**config.mk**
```make
export PLATFORM = sky130hd
export DESIGN_NAME = output_packer
export DESIGN_NICKNAME = d
export VERILOG_FILES = /design/src/rtl/output_packer.sv
export SDC_FILE = /design/constraint.sdc
export NUM_CORES = 1
export LEC_CHECK = 0
export ABC_AREA = 0
export BUFFER_PORTS_ARGS = -buffer_cell sky130_fd_sc_hd__buf_4
export CORE_MARGIN = 8
export CORE_UTILIZATION = 30
export DETAILED_ROUTE_END_ITERATION = 6
export PLACE_DENSITY = 0.55
export SLEW_MARGIN = 10
export SYNTH_ARGS = -nofsm -noshare
export SYNTH_HDL_FRONTEND = slang
export SYNTH_SLANG_ARGS = --single-unit
```
**constraint.sdc**
```tcl
create_clock -name i_clk -period 14 [get_ports i_clk]
set_clock_uncertainty 0.1 [all_clocks]
set_input_delay 0.7 -clock i_clk [delete_from_list [all_inputs] [get_ports i_clk]]
set_output_delay 0.7 -clock i_clk [all_outputs]
set_load 0.02 [all_outputs]
```
**src/rtl/output_packer.sv**
```systemverilog
// Requantises one captured row of wide PE outputs into DATA_WIDTH lanes, packs them
// into scratchpad words and streams them with generated addresses under ready/valid.
module output_packer #(
  parameter int SPAD_ADDR_WIDTH = 8,
  parameter int SPAD_DATA_WIDTH = 16,
  parameter int ROUTER_COUNT    = 4,
  parameter int DATA_WIDTH      = 8,
  parameter int SHIFT_WIDTH     = 4
) (
  input  logic                                   i_clk,
  input  logic                                   i_nrst,
  input  logic                                   i_en,
  input  logic [ROUTER_COUNT*2*DATA_WIDTH-1:0]   i_ifmap,
  input  logic [ROUTER_COUNT-1:0]                i_valid,
  input  logic [SHIFT_WIDTH-1:0]                 i_shift,
  input  logic                                   i_relu,
  input  logic [SPAD_ADDR_WIDTH-1:0]             i_base_addr,
  input  logic                                   i_ready,
  output logic [SPAD_DATA_WIDTH-1:0]             o_data_out,
  output logic [SPAD_ADDR_WIDTH-1:0]             o_addr,
  output logic                                   o_valid,
  output logic                                   o_busy,
  output logic                                   o_done,
  output logic                                   o_sat
);

  localparam int PE_W       = 2 * DATA_WIDTH;
  localparam int EXT_W      = PE_W + 1;
  localparam int MEMBER_CNT = SPAD_DATA_WIDTH / DATA_WIDTH;
  localparam int GROUP_CNT  = (ROUTER_COUNT + MEMBER_CNT - 1) / MEMBER_CNT;
  localparam int CNT_W      = (GROUP_CNT > 1) ? $clog2(GROUP_CNT) : 1;
  localparam int SLOT_CNT   = 1 << CNT_W;
  localparam int PAD_CNT    = SLOT_CNT * MEMBER_CNT;
  localparam logic [CNT_W-1:0] LAST_GRP = CNT_W'(GROUP_CNT - 1);
  localparam logic signed [EXT_W-1:0] SAT_MAX = EXT_W'((1 << (DATA_WIDTH - 1)) - 1);
  localparam logic signed [EXT_W-1:0] SAT_MIN = ~SAT_MAX;

  typedef enum logic [1:0] {S_IDLE, S_OUT, S_DONE} state_t;

  state_t                              state_reg, state_next;
  logic [CNT_W-1:0]                    count_reg, count_next;
  logic                                sat_reg, sat_next;
  logic                                capture;
  logic [ROUTER_COUNT*PE_W-1:0]        ifmap_reg;
  logic [ROUTER_COUNT-1:0]             valid_reg;
  logic [SHIFT_WIDTH-1:0]              shift_reg;
  logic                                relu_reg;
  logic [SPAD_ADDR_WIDTH-1:0]          base_reg;

  logic [PAD_CNT-1:0][DATA_WIDTH-1:0]  lane_q;
  logic [PAD_CNT-1:0]                  lane_valid;
  logic [PAD_CNT-1:0]                  lane_clip;
  logic [SLOT_CNT-1:0][SPAD_DATA_WIDTH-1:0] grp_word;
  logic [SLOT_CNT-1:0]                 grp_any;
  logic [SLOT_CNT-1:0]                 grp_clip;

  // Per-lane requantiser; lanes past ROUTER_COUNT are padding and stay zero.
  genvar gi, gj;
  generate
    for (gi = 0; gi < PAD_CNT; gi++) begin : g_lane
      if (gi < ROUTER_COUNT) begin : g_real
        logic [PE_W-1:0]         x;
        logic signed [EXT_W-1:0] ext, bias, sum, y;
        logic [DATA_WIDTH-1:0]   q;
        logic                    clip;

        assign x = ifmap_reg[gi*PE_W +: PE_W];

        always_comb begin
          ext  = {x[PE_W-1], x};
          bias = '0;
          if (shift_reg != '0) begin
            bias = EXT_W'(1) << (shift_reg - SHIFT_WIDTH'(1));
          end
          sum = ext + bias;
          y   = sum >>> shift_reg;
          if (relu_reg && y[EXT_W-1]) begin
            y = '0;
          end
          q    = y[DATA_WIDTH-1:0];
          clip = 1'b0;
          if (y > SAT_MAX) begin
            q    = SAT_MAX[DATA_WIDTH-1:0];
            clip = 1'b1;
          end else if (y < SAT_MIN) begin
            q    = SAT_MIN[DATA_WIDTH-1:0];
            clip = 1'b1;
          end
        end

        assign lane_q[gi]     = valid_reg[gi] ? q : '0;
        assign lane_valid[gi] = valid_reg[gi];
        assign lane_clip[gi]  = valid_reg[gi] & clip;
      end else begin : g_pad
        assign lane_q[gi]     = '0;
        assign lane_valid[gi] = 1'b0;
        assign lane_clip[gi]  = 1'b0;
      end
    end

    // Lane 0 of each group lands in the most significant slot of the word.
    for (gi = 0; gi < SLOT_CNT; gi++) begin : g_grp
      for (gj = 0; gj < MEMBER_CNT; gj++) begin : g_mem
        assign grp_word[gi][(MEMBER_CNT-1-gj)*DATA_WIDTH +: DATA_WIDTH] = lane_q[gi*MEMBER_CNT + gj];
      end
      assign grp_any[gi]  = |lane_valid[gi*MEMBER_CNT +: MEMBER_CNT];
      assign grp_clip[gi] = |lane_clip[gi*MEMBER_CNT +: MEMBER_CNT];
    end
  endgenerate

  always_ff @(posedge i_clk or negedge i_nrst) begin
    if (!i_nrst) begin
      state_reg <= S_IDLE;
      count_reg <= '0;
      sat_reg   <= 1'b0;
      ifmap_reg <= '0;
      valid_reg <= '0;
      shift_reg <= '0;
      relu_reg  <= 1'b0;
      base_reg  <= '0;
    end else begin
      state_reg <= state_next;
      count_reg <= count_next;
      sat_reg   <= sat_next;
      if (capture) begin
        ifmap_reg <= i_ifmap;
        valid_reg <= i_valid;
        shift_reg <= i_shift;
        relu_reg  <= i_relu;
        base_reg  <= i_base_addr;
      end
    end
  end

  // o_valid depends only on state and captured lanes, never on i_ready.
  always_comb begin
    state_next = state_reg;
    count_next = count_reg;
    sat_next   = sat_reg;
    capture    = 1'b0;
    o_data_out = '0;
    o_addr     = '0;
    o_valid    = 1'b0;
    o_busy     = 1'b0;
    o_done     = 1'b0;
    o_sat      = 1'b0;
    case (state_reg)
      S_IDLE: begin
        if (i_en) begin
          state_next = S_OUT;
          count_next = '0;
          sat_next   = 1'b0;
          capture    = 1'b1;
        end
      end
      S_OUT: begin
        o_busy  = 1'b1;
        o_valid = grp_any[count_reg];
        if (grp_any[count_reg]) begin
          o_data_out = grp_word[count_reg];
          o_addr     = base_reg + SPAD_ADDR_WIDTH'(count_reg);
        end
        if (!grp_any[count_reg] || i_ready) begin
          sat_next   = sat_reg | grp_clip[count_reg];
          count_next = count_reg + CNT_W'(1);
          if (count_reg == LAST_GRP) begin
            state_next = S_DONE;
          end
        end
      end
      S_DONE: begin
        o_busy     = 1'b1;
        o_done     = 1'b1;
        o_sat      = sat_reg;
        state_next = S_IDLE;
      end
      default: state_next = S_IDLE;
    endcase
  end

endmodule

```
==> metrics.md, run 1 <==
| Metric | Value |
|---|---|
| Outcome | `finished clean` |
| CTS tree | `built` |
| RSZ-0062 raised after global routing | `no` |
| Port Buffers | `112` |
| Final HPWL DP | `38400 um` |
| Core area | `39600 um2` |
| DR iter-0 viols | `1124` |
| Place WS | `6.28 ns` |
| Drt total wl | `49000 um` |
| Ys flop type | `dfrtp_1` |
| Fillers | `4303` |
| CTS resizes | `0` |
| Slew @ Worst Pin | `1.11 ns` |
| Fin crit period | `8.33 ns` |
| Mapped Area | `12000 um2` |
| Initial Utilization | `30.3%` |
| Initial antenna violation count | `0` |
| Antenna Cells | `0` |
| Core Rows | `73` |
| Crit. End Element | `output port` |
| Max FFs per register | `64` |
| # H-tree levels | `3` |
| CTS max path bufs | `2` |
| Top Ports | `113` |
| Critical path type | `register to output port` |
| Largest net degree at the start of global routing | `83` |
| Area contributors post-synth | `dfrtp_1 (18%), mux2_2 (9.5%), ha_1 (6.0%)` |
| Area grow syn2layout | `12.9%` |
| First-pass DRT Iterations | `6` |
| Sequential cell area | `2130 um2` |
| Period utilization | `59.5%` |
| Register bit total from synthesis | `85` |
| Crit path top cell by count | `buf_4` |
| Final RePlAce weighted congestion | `0.976` |
| Max_slew headroom | `25.8%` |
| Die area | `46700 um2` |
| CP max-delay cell | `mux2i_1` |
| NumNets Final | `1724` |
| Via/cell ratio | `6.09` |
| Worst setup SP type | `register` |
| Worst R2R Path Depth | `19` |
| Clock Latency Late Sink | `0.39 ns` |
| Die width | `216 um` |
| Worst path cell trace | `inv_2 > buf_4 > nand2_1 > nor3_1 > buf_4 > ha_1 > and2_1 > a21boi_0 > o21a_1 > or2_2 > a31oi_1 > mux2i_1 > o22ai_1 > a31o_2 > or4_1 > o21ai_0 > a21o_1 > a21oi_1 > o22a_1 > buf_4` |
| Post-synth top area share | `17.7%` |
| Root Buffer | `clkbuf_16` |
| Via count | `12900` |
| Most frequent cells in the layout | `nor2_1 (146), buf_4 (136), nand2_1 (129)` |
| Synth cell types | `99` |
| ANT nets after route | `0` |
| Multi-input gate area | `9350 um2` |
| TritonCTS sink count | `85` |
| DRC | `0` |
| First-pass GRT wire length | `75100 um` |
| Slew Viols, Final | `0` |
| Worst Path Required | `13.20 ns` |
| Final worst slack | `5.67 ns` |
| Post-synth EDFFs | `0` |
| Placed Cells incl. Taps | `2095` |
| Vias in the first global route | `12400` |
| Die Y | `216 um` |
| CTS buffer count | `9` |
| FMAX | `120 MHz` |
| Most common cell after layout, fill and taps aside | `nor2_1` |
| Final count of negative-setup-slack endpoints | `0` |
| Fin. Hold Viols | `0` |
| TNS Setup | `0 ns` |
| Yosys top cell by area | `dfrtp_1` |
| Final Non-Filler Cells | `2111` |
| Syn Area/Cell | `7.82 um2` |
| CP max stage delay | `0.70 ns` |
| Worst Hold Class | `primary input to async pin` |
| Wire per inst | `23.2 um` |
| Gr usage total | `20.3%` |
| Seq/Total Area, Yosys | `17.7%` |
| Syn Inst Count | `1537` |
| Post-synth ARST share | `100%` |
| Critical path fanouts, max | `36` |
| Synth warnings | `0` |
| Share of layout cells above drive strength 1 | `19.7%` |
| CTS Hold Bufs | `0` |
| Max-Cap Viols | `0` |
| Clk pin slew, worst setup/hold paths | `0.07 ns` |
| Critical Path AT | `7.53 ns` |
| Grt ovf | `0` |
| Post-CTS Repair Setup Buffers | `0` |
-- synth_stat cells, drive strengths merged, types with 8 or more instances --
library cell	count
nor3	32
o21ai	91
or2	12
a21oi	101
o211ai	28
o31ai	18
mux2i	39
xnor2	33
nand2	131
mux4	9
and2	29
ha	58
nand3	53
buf	25
o22a	9
nor4	11
dfrtp	85
nand2b	9
mux2	101
nand4	12
a211oi	58
a22oi	11
o2111ai	8
a2111oi	10
xor2	30
clkbuf	81
or3	14
and3	15
a31oi	23
a211o	18
o22ai	8
a311oi	10
a21o	33
o21a	17
nor2	147
inv	31
a31o	8
-- worst paths after layout --
check                               from       endpoint  slack (ns)
min reg2reg                ifmap_reg[44]  ifmap_reg[44]        0.42
max                         shift_reg[1]  o_data_out[6]        5.67
min                               i_nrst  ifmap_reg[36]        0.16
min in group i_clk         ifmap_reg[44]  ifmap_reg[44]        0.42
max in group asynchronous         i_nrst  ifmap_reg[10]       12.56
max reg2reg                 shift_reg[1]        sat_reg        6.92
-- critical path, delay by kind of cell, from the launching register on --
kind	cells	cell delay [ns]
flip-flops	1	0.41
multiplexers	1	0.70
adder cells (fa/ha/maj)	1	0.33
AND/OR/NAND/NOR	5	2.03
AO/OA/AOI/OAI	9	2.18
buffers and inverters	4	1.44
-- stage by stage --
step,cell area (um2),hold slack [ns],utilization [%]
2_1_floorplan,12000,0.304,-
3_3_place_gp,13300,0.397,33.5
3_5_place_dp,13300,0.404,33.5
4_1_cts,13600,0.166,34.2
5_1_grt,13600,0.191,34.2
6_report,13600,0.157,34.2
-- cells by family (layout without fill, tap and decap cells) --
group | Yosys count | in the layout | synth area share (%)
DFF | 85 | 85 | 17.7
AOI/OAI and AO/OA | 536 | 536 | 31.7
adders and majority gates | 61 | 61 | 6.29
xor gates and xnor gates | 63 | 63 | 4.65
other | 1 | 4 | 0.0312
muxes | 149 | 149 | 14.4
and+or+nand+nor | 503 | 503 | 20.5
buffers and inverters | 139 | 185 | 4.72
-- cell type report --
type / instances / area share (%)
Multi-Input combinational cell: 1316 / 68.9
Sequential cell: 85 / 15.7
Timing Repair Buffer: 136 / 7.52
Tap cell: 525 / 4.84
Clock buffer: 9 / 1.66
Inverter: 33 / 0.912
Clock inverter: 7 / 0.488
-- routing by layer --
layer / share of wire [%] / track usage (%)
met2: 47 / 33.5
met4: 3.8 / 8.32
met3: 6.9 / 4.18
met1: 42 / 25.5
met5: 0 / 0
Power of run 1 is left out: the tool's default activity adds up to more than one toggle a clock period on the data nets, which glitch-free logic cannot reach.
==> run 2: changes to the inputs <==
==> constraint.sdc (replaced) <==
create_clock -name i_clk -period 8.2 [get_ports i_clk]
set_clock_uncertainty 0.1 [all_clocks]
set_input_delay 0.41 -clock i_clk [delete_from_list [all_inputs] [get_ports i_clk]]
set_output_delay 0.41 -clock i_clk [all_outputs]
set_load 0.02 [all_outputs]
==> metrics.md, run 2 (synthesized netlist as in run 1, its figures left out) <==
| Metric | Value |
|---|---|
| TritonCTS sink count | `85 (unchanged)` |
| Clock Latency Late Sink | `0.38 ns (about the same)` |
| Critical path type | `register to output port` |
| RSZ-0062 raised after global routing | `no` |
| Hold Startpoint | `i_ifmap[43]` |
| Critical path fanouts, max | `26 (-28%)` |
| First-pass GRT wire length | `76700 um (+2.1%)` |
| DRC | `0 (unchanged)` |
| Initial antenna violation count | `0 (unchanged)` |
| Multi-input gate area | `9350 um2 (unchanged)` |
| Met1 Use GR | `25.7% (+0.15 points)` |
| # H-tree levels | `3 (unchanged)` |
| Worst setup SP type | `register` |
| Die width | `216 um (unchanged)` |
| Most frequent cells in the layout | `buf_4 (147), nor2_1 (146), nand2_1 (129)` |
| FF-to-FF End | `sat_reg` |
| Critical Path AT | `6.43 ns (-1.10 ns)` |
| Die area | `46700 um2 (unchanged)` |
| Core area | `39600 um2 (unchanged)` |
| Fin. Hold Viols | `0 (unchanged)` |
| Share of layout cells above drive strength 1 | `20.2% (+0.42 points)` |
| Antenna Cells | `0 (unchanged)` |
| Worst path cell trace | `nand2_1 > nor3_2 > ha_1 > and2_1 > a221oi_1 > a211oi_1 > a311oi_1 > mux2_2 > a2111oi_0 > nand3b_1 > a22oi_1 > a41oi_1 > o31ai_1 > and3_1 > o211ai_1 > o211ai_1 > buf_4` |
| Wire per inst | `23.3 um (+0.24%)` |
| Via count | `12900 (+0.36%)` |
| CTS tree | `built` |
| Drt total wl | `49400 um (+0.81%)` |
| Max-Cap Viols | `0 (unchanged)` |
| Final count of negative-setup-slack endpoints | `0 (unchanged)` |
| Worst R2R Start | `shift_reg[1]` |
| Vias in the first global route | `12800 (+2.9%)` |
| Cell count of the worst hold path | `2` |
| Clk pin slew, worst setup/hold paths | `0.07 ns (about the same)` |
| Fin crit period | `6.94 ns` |
| Gr usage total | `20.6% (+0.32 points)` |
| Area grow syn2layout | `13.7%` |
| Via/cell ratio | `6.08 (-0.21%)` |
| Worst R2R Setup Slack | `2.20 ns (-4.72 ns)` |
| Worst Hold Class | `primary input to register` |
| CP max-delay cell | `dfrtp_2` |
| Final HPWL DP | `38400 um (about the same)` |
| Most common cell after layout, fill and taps aside | `buf_4` |
| CP max stage delay | `0.69 ns (about the same)` |
| Min-Delay Endpoint | `ifmap_reg[43]` |
| CTS buffer count | `9 (unchanged)` |
| Slew Viols, Final | `0 (unchanged)` |
| FMAX | `144 MHz` |
| Largest delay share family, worst path | `compound AO/OA/AOI/OAI gates` |
| Fillers | `4294 (-0.21%)` |
| TNS Setup | `0 ns (unchanged)` |
| DR iter-0 viols | `992 (-12%)` |
| Outcome | `finished clean` |
| Crit. End Element | `output port` |
| Max FFs per register | `64 (unchanged)` |
| Worst R2R Path Depth | `15 (-4)` |
| Grt met2 use | `34.9% (+1.4 points)` |
| NumNets Final | `1736 (+0.70%)` |
| Port Buffers | `112 (unchanged)` |
| Die Y | `216 um (unchanged)` |
| Grt ovf | `0 (unchanged)` |
| First-pass DRT Iterations | `6 (unchanged)` |
| Post-CTS Repair Setup Buffers | `0 (unchanged)` |
| Initial Utilization | `30.3% (unchanged)` |
| Sequential cell area | `2130 um2 (unchanged)` |
| CTS resizes | `0 (unchanged)` |
| Busiest grt layer | `met2` |
| CTS max path bufs | `2 (unchanged)` |
| Max_slew headroom | `23.7% (-2.1 points)` |
| Core Rows | `73 (unchanged)` |
| Met3 usage | `3.01% (-1.2 points)` |
| ANT nets after route | `0 (unchanged)` |
| Crit path top cell by count | `o211ai_1` |
| Period utilization | `84.6%` |
| Root Buffer | `clkbuf_16` |
| Top Ports | `113 (unchanged)` |
| Worst Path Required | `7.69 ns (-5.51 ns)` |
| CP bufs+invs | `1 (-3)` |
| Final RePlAce weighted congestion | `0.960 (-1.6%)` |
| Slew @ Worst Pin | `1.14 ns (+0.0316 ns)` |
| Largest net degree at the start of global routing | `83 (unchanged)` |
| CTS Hold Bufs | `1 (+1)` |
-- run 2: changes by cell type in the layout (fill, tap and decap cells not counted) --
| cell | change |
|---|---|
| dlygate4sd3_1 | +1 |
| clkinv_2 | -4 |
| clkinvlp_4 | +2 |
| clkbuf_1 | +2 |
| buf_4 | +11 |
-- run 2: worst max-delay path by stage --
stage                            start              to  slack [ns]  cells past startpoint
after detailed placement  shift_reg[3]   o_data_out[3]        1.83                     18
final                     shift_reg[1]  o_data_out[11]        1.26                     17
after global placement    shift_reg[3]   o_data_out[6]        1.86                     19
after floorplan           shift_reg[1]  o_data_out[10]        1.20                     23
after global routing      shift_reg[1]  o_data_out[11]        0.88                     17
after CTS                 shift_reg[3]   o_data_out[3]        1.41                     18
-- run 2: metal layers --
layer	wire, um	part of all wire, %
met4	2340	4.7
met1	21100	43
met5	0	0
met2	23400	47
met3	2690	5.4
-- run 2: area by class of cell --
type / instances / area share [%]
clock inverters: 5 / 0.448
multi-input cells: 1316 / 68.4
clock buffers: 11 / 1.70
repair buffers: 148 / 8.15
flip-flops and latches: 85 / 15.6
inverters: 33 / 0.906
well taps: 525 / 4.81
-- run 2: per-stage QoR --
stage                     cells  instance area [um2]  setup slack, ns  hold WS [ns]  util, %
final                      2123                13700             1.26         0.153     34.5
after global routing       2123                13700            0.883         0.147     34.5
after CTS                  2123                13700             1.41         0.133     34.5
after detailed placement   2106                13400             1.83         0.315     33.7
after global placement     2106                13400             1.86         0.310     33.7
after floorplan            1540                12000             1.20        0.0144        -
Power of run 2 is left out for the same reason.
==> run 3: changes to the inputs <==
==> constraint.sdc (replaced) <==
create_clock -name i_clk -period 7.05 [get_ports i_clk]
set_clock_uncertainty 0.1 [all_clocks]
set_input_delay 0.3525 -clock i_clk [delete_from_list [all_inputs] [get_ports i_clk]]
set_output_delay 0.3525 -clock i_clk [all_outputs]
set_load 0.02 [all_outputs]
==> metrics.md, run 3 (synthesized netlist as in run 1, its figures left out) <==
| Metric | Value |
|---|---|
| Outcome | `finished clean` |
| Core area | `39600 um2 (unchanged)` |
| Met3 wire length | `3140 um (+17%)` |
| Worst path cell trace | `inv_1 > nand2_1 > nor2_1 > buf_4 > ha_1 > nand4_1 > a2111oi_0 > a311oi_1 > mux2_2 > a2111oi_0 > nand3b_1 > a22oi_1 > a41oi_1 > o31ai_1 > and3_1 > o211ai_1 > o211ai_1 > buf_4` |
| Fillers | `4258 (-0.84%)` |
| Critical Path AT | `6.31 ns (-0.12 ns)` |
| Gr usage total | `20.7% (+0.11 points)` |
| CTS buffer count | `9 (unchanged)` |
| Root Buffer | `clkbuf_16` |
| Clock Latency Late Sink | `0.39 ns (about the same)` |
| Most common cell after layout, fill and taps aside | `buf_4` |
| Wire per inst | `23.4 um (+0.36%)` |
| Vias in the first global route | `12600 (-2.0%)` |
| Period utilization | `96.0%` |
| Slew @ Worst Pin | `0.935 ns (-0.210 ns)` |
| Largest net degree at the start of global routing | `88 (+6.0%)` |
| Final RePlAce weighted congestion | `0.970 (+1.0%)` |
| Port Buffers | `112 (unchanged)` |
| Grt ovf | `0 (unchanged)` |
| First-pass DRT Iterations | `5 (-1)` |
| Met2 wire length | `24100 um (+3.3%)` |
| CTS tree | `built` |
| NumNets Final | `1754 (+1.0%)` |
| Initial antenna violation count | `0 (unchanged)` |
| Post-CTS Repair Setup Buffers | `0 (unchanged)` |
| Worst Hold Class | `primary input to register` |
| Clk pin slew, worst setup/hold paths | `0.08 ns (about the same)` |
| CP max-delay cell | `a2111oi_0` |
| Fin crit period | `6.77 ns` |
| Final core utilization | `34.9% (+0.43 points)` |
| Critical path type | `register to output port` |
| Final HPWL DP | `39400 um (+2.5%)` |
| CP max stage delay | `0.86 ns (+0.17 ns)` |
| Max-Cap Viols | `0 (unchanged)` |
| Area grow syn2layout | `15.1%` |
| DR iter-0 viols | `1220 (+23%)` |
| Die Y | `216 um (unchanged)` |
| TNS Setup | `0 ns (unchanged)` |
| DRT met1 WL | `21100 um (+0.18%)` |
| Die area | `46700 um2 (unchanged)` |
| DRC | `0 (unchanged)` |
| Max_slew headroom | `36.1% (+12 points)` |
| RSZ-0062 raised after global routing | `no` |
| Via count | `13000 (+0.50%)` |
| Most frequent cells in the layout | `buf_4 (163), nor2_1 (146), nand2_1 (129)` |
| Top Metal Used | `met4` |
| Slew Viols, Final | `0 (unchanged)` |
| # H-tree levels | `3 (unchanged)` |
| Drt total wl | `50100 um (+1.3%)` |
| Share of layout cells above drive strength 1 | `21.4% (+1.3 points)` |
| CTS max path bufs | `2 (unchanged)` |
| Fin. Hold Viols | `0 (unchanged)` |
| Max FFs per register | `64 (unchanged)` |
| FMAX | `148 MHz` |
| Die width | `216 um (unchanged)` |
| First-pass GRT wire length | `76200 um (-0.64%)` |
| Worst setup SP type | `register` |
| TritonCTS sink count | `85 (unchanged)` |
| Via/cell ratio | `6.06 (-0.39%)` |
| Worst Path Required | `6.60 ns (-1.09 ns)` |
| Initial Utilization | `30.3% (unchanged)` |
| Core Rows | `73 (unchanged)` |
| Top Ports | `113 (unchanged)` |
| ANT nets after route | `0 (unchanged)` |
| Final count of negative-setup-slack endpoints | `0 (unchanged)` |
| Crit. End Element | `output port` |
| Critical path fanouts, max | `27 (+3.8%)` |
[run 3: layout make-up]
cell class	instances	area [um2]	share of cell area, %
Timing Repair Buffer	166	1270	9.20
Sequential cell	85	2130	15.4
Clock buffer	9	225	1.63
Antenna cell	1	2.50	0.0181
Multi-Input combinational cell	1316	9370	67.7
Clock inverter	7	51.3	0.371
Tap cell	525	657	4.75
Inverter	33	128	0.922
[run 3: metal layers]
| metal | vias up | track usage (%) |
|---|---|---|
| li1 | 6042 | - |
| met1 | 6364 | 26.1 |
| met2 | 476 | 35.2 |
| met3 | 92 | 3.62 |
| met4 | 0 | 7.42 |
| met5 | - | 0 |
[run 3: path summary, 6_finish.rpt]
kind | from | cells past startpoint | to | slack (ns)
setup / recovery | shift_reg[2] | 18 | o_data_out[11] | 0.28
hold / removal | i_ifmap[32] | 2 | ifmap_reg[32] | 0.08
setup reg to reg | shift_reg[3] | 17 | sat_reg | 1.17
hold reg to reg | ifmap_reg[9] | 1 | ifmap_reg[9] | 0.42
max in group asynchronous | i_nrst | 3 | shift_reg[3] | 5.34
min in group asynchronous | i_nrst | 2 | ifmap_reg[52] | 0.36
[run 3: per-stage QoR]
stage / std cells / hold slack (ns) / cell area [um2] / setup WS, ns
floorplan: 1540 / -0.0431 / 12000 / 0.111
global placement: 2124 / 0.240 / 13500 / 0.534
detailed placement: 2124 / 0.247 / 13500 / 0.637
CTS: 2141 / 0.0604 / 13800 / 0.164
global route: 2141 / 0.0695 / 13800 / 0.0556
finish: 2142 / 0.0790 / 13800 / 0.283
[run 3: worst max-delay path, delay by kind of cell, from the launching register on]
kind / cells / cell delay, ns
compound gates: 8 / 2.56
simple gates: 5 / 1.07
flops: 1 / 0.74
buf+inv: 3 / 0.61
fa+ha+maj: 1 / 0.50
mux: 1 / 0.40
[run 3: repair_timing]
| item | 4_1_cts | 5_1_grt |
|---|---|---|
| gates resized for setup | 0 | 7 |
| endpoints found under the hold margin | 35 | 0 |
| endpoints found under the setup margin | 0 | 9 |
| hold buffers | 1 | 0 |
Power of run 3 is left out for the same reason.
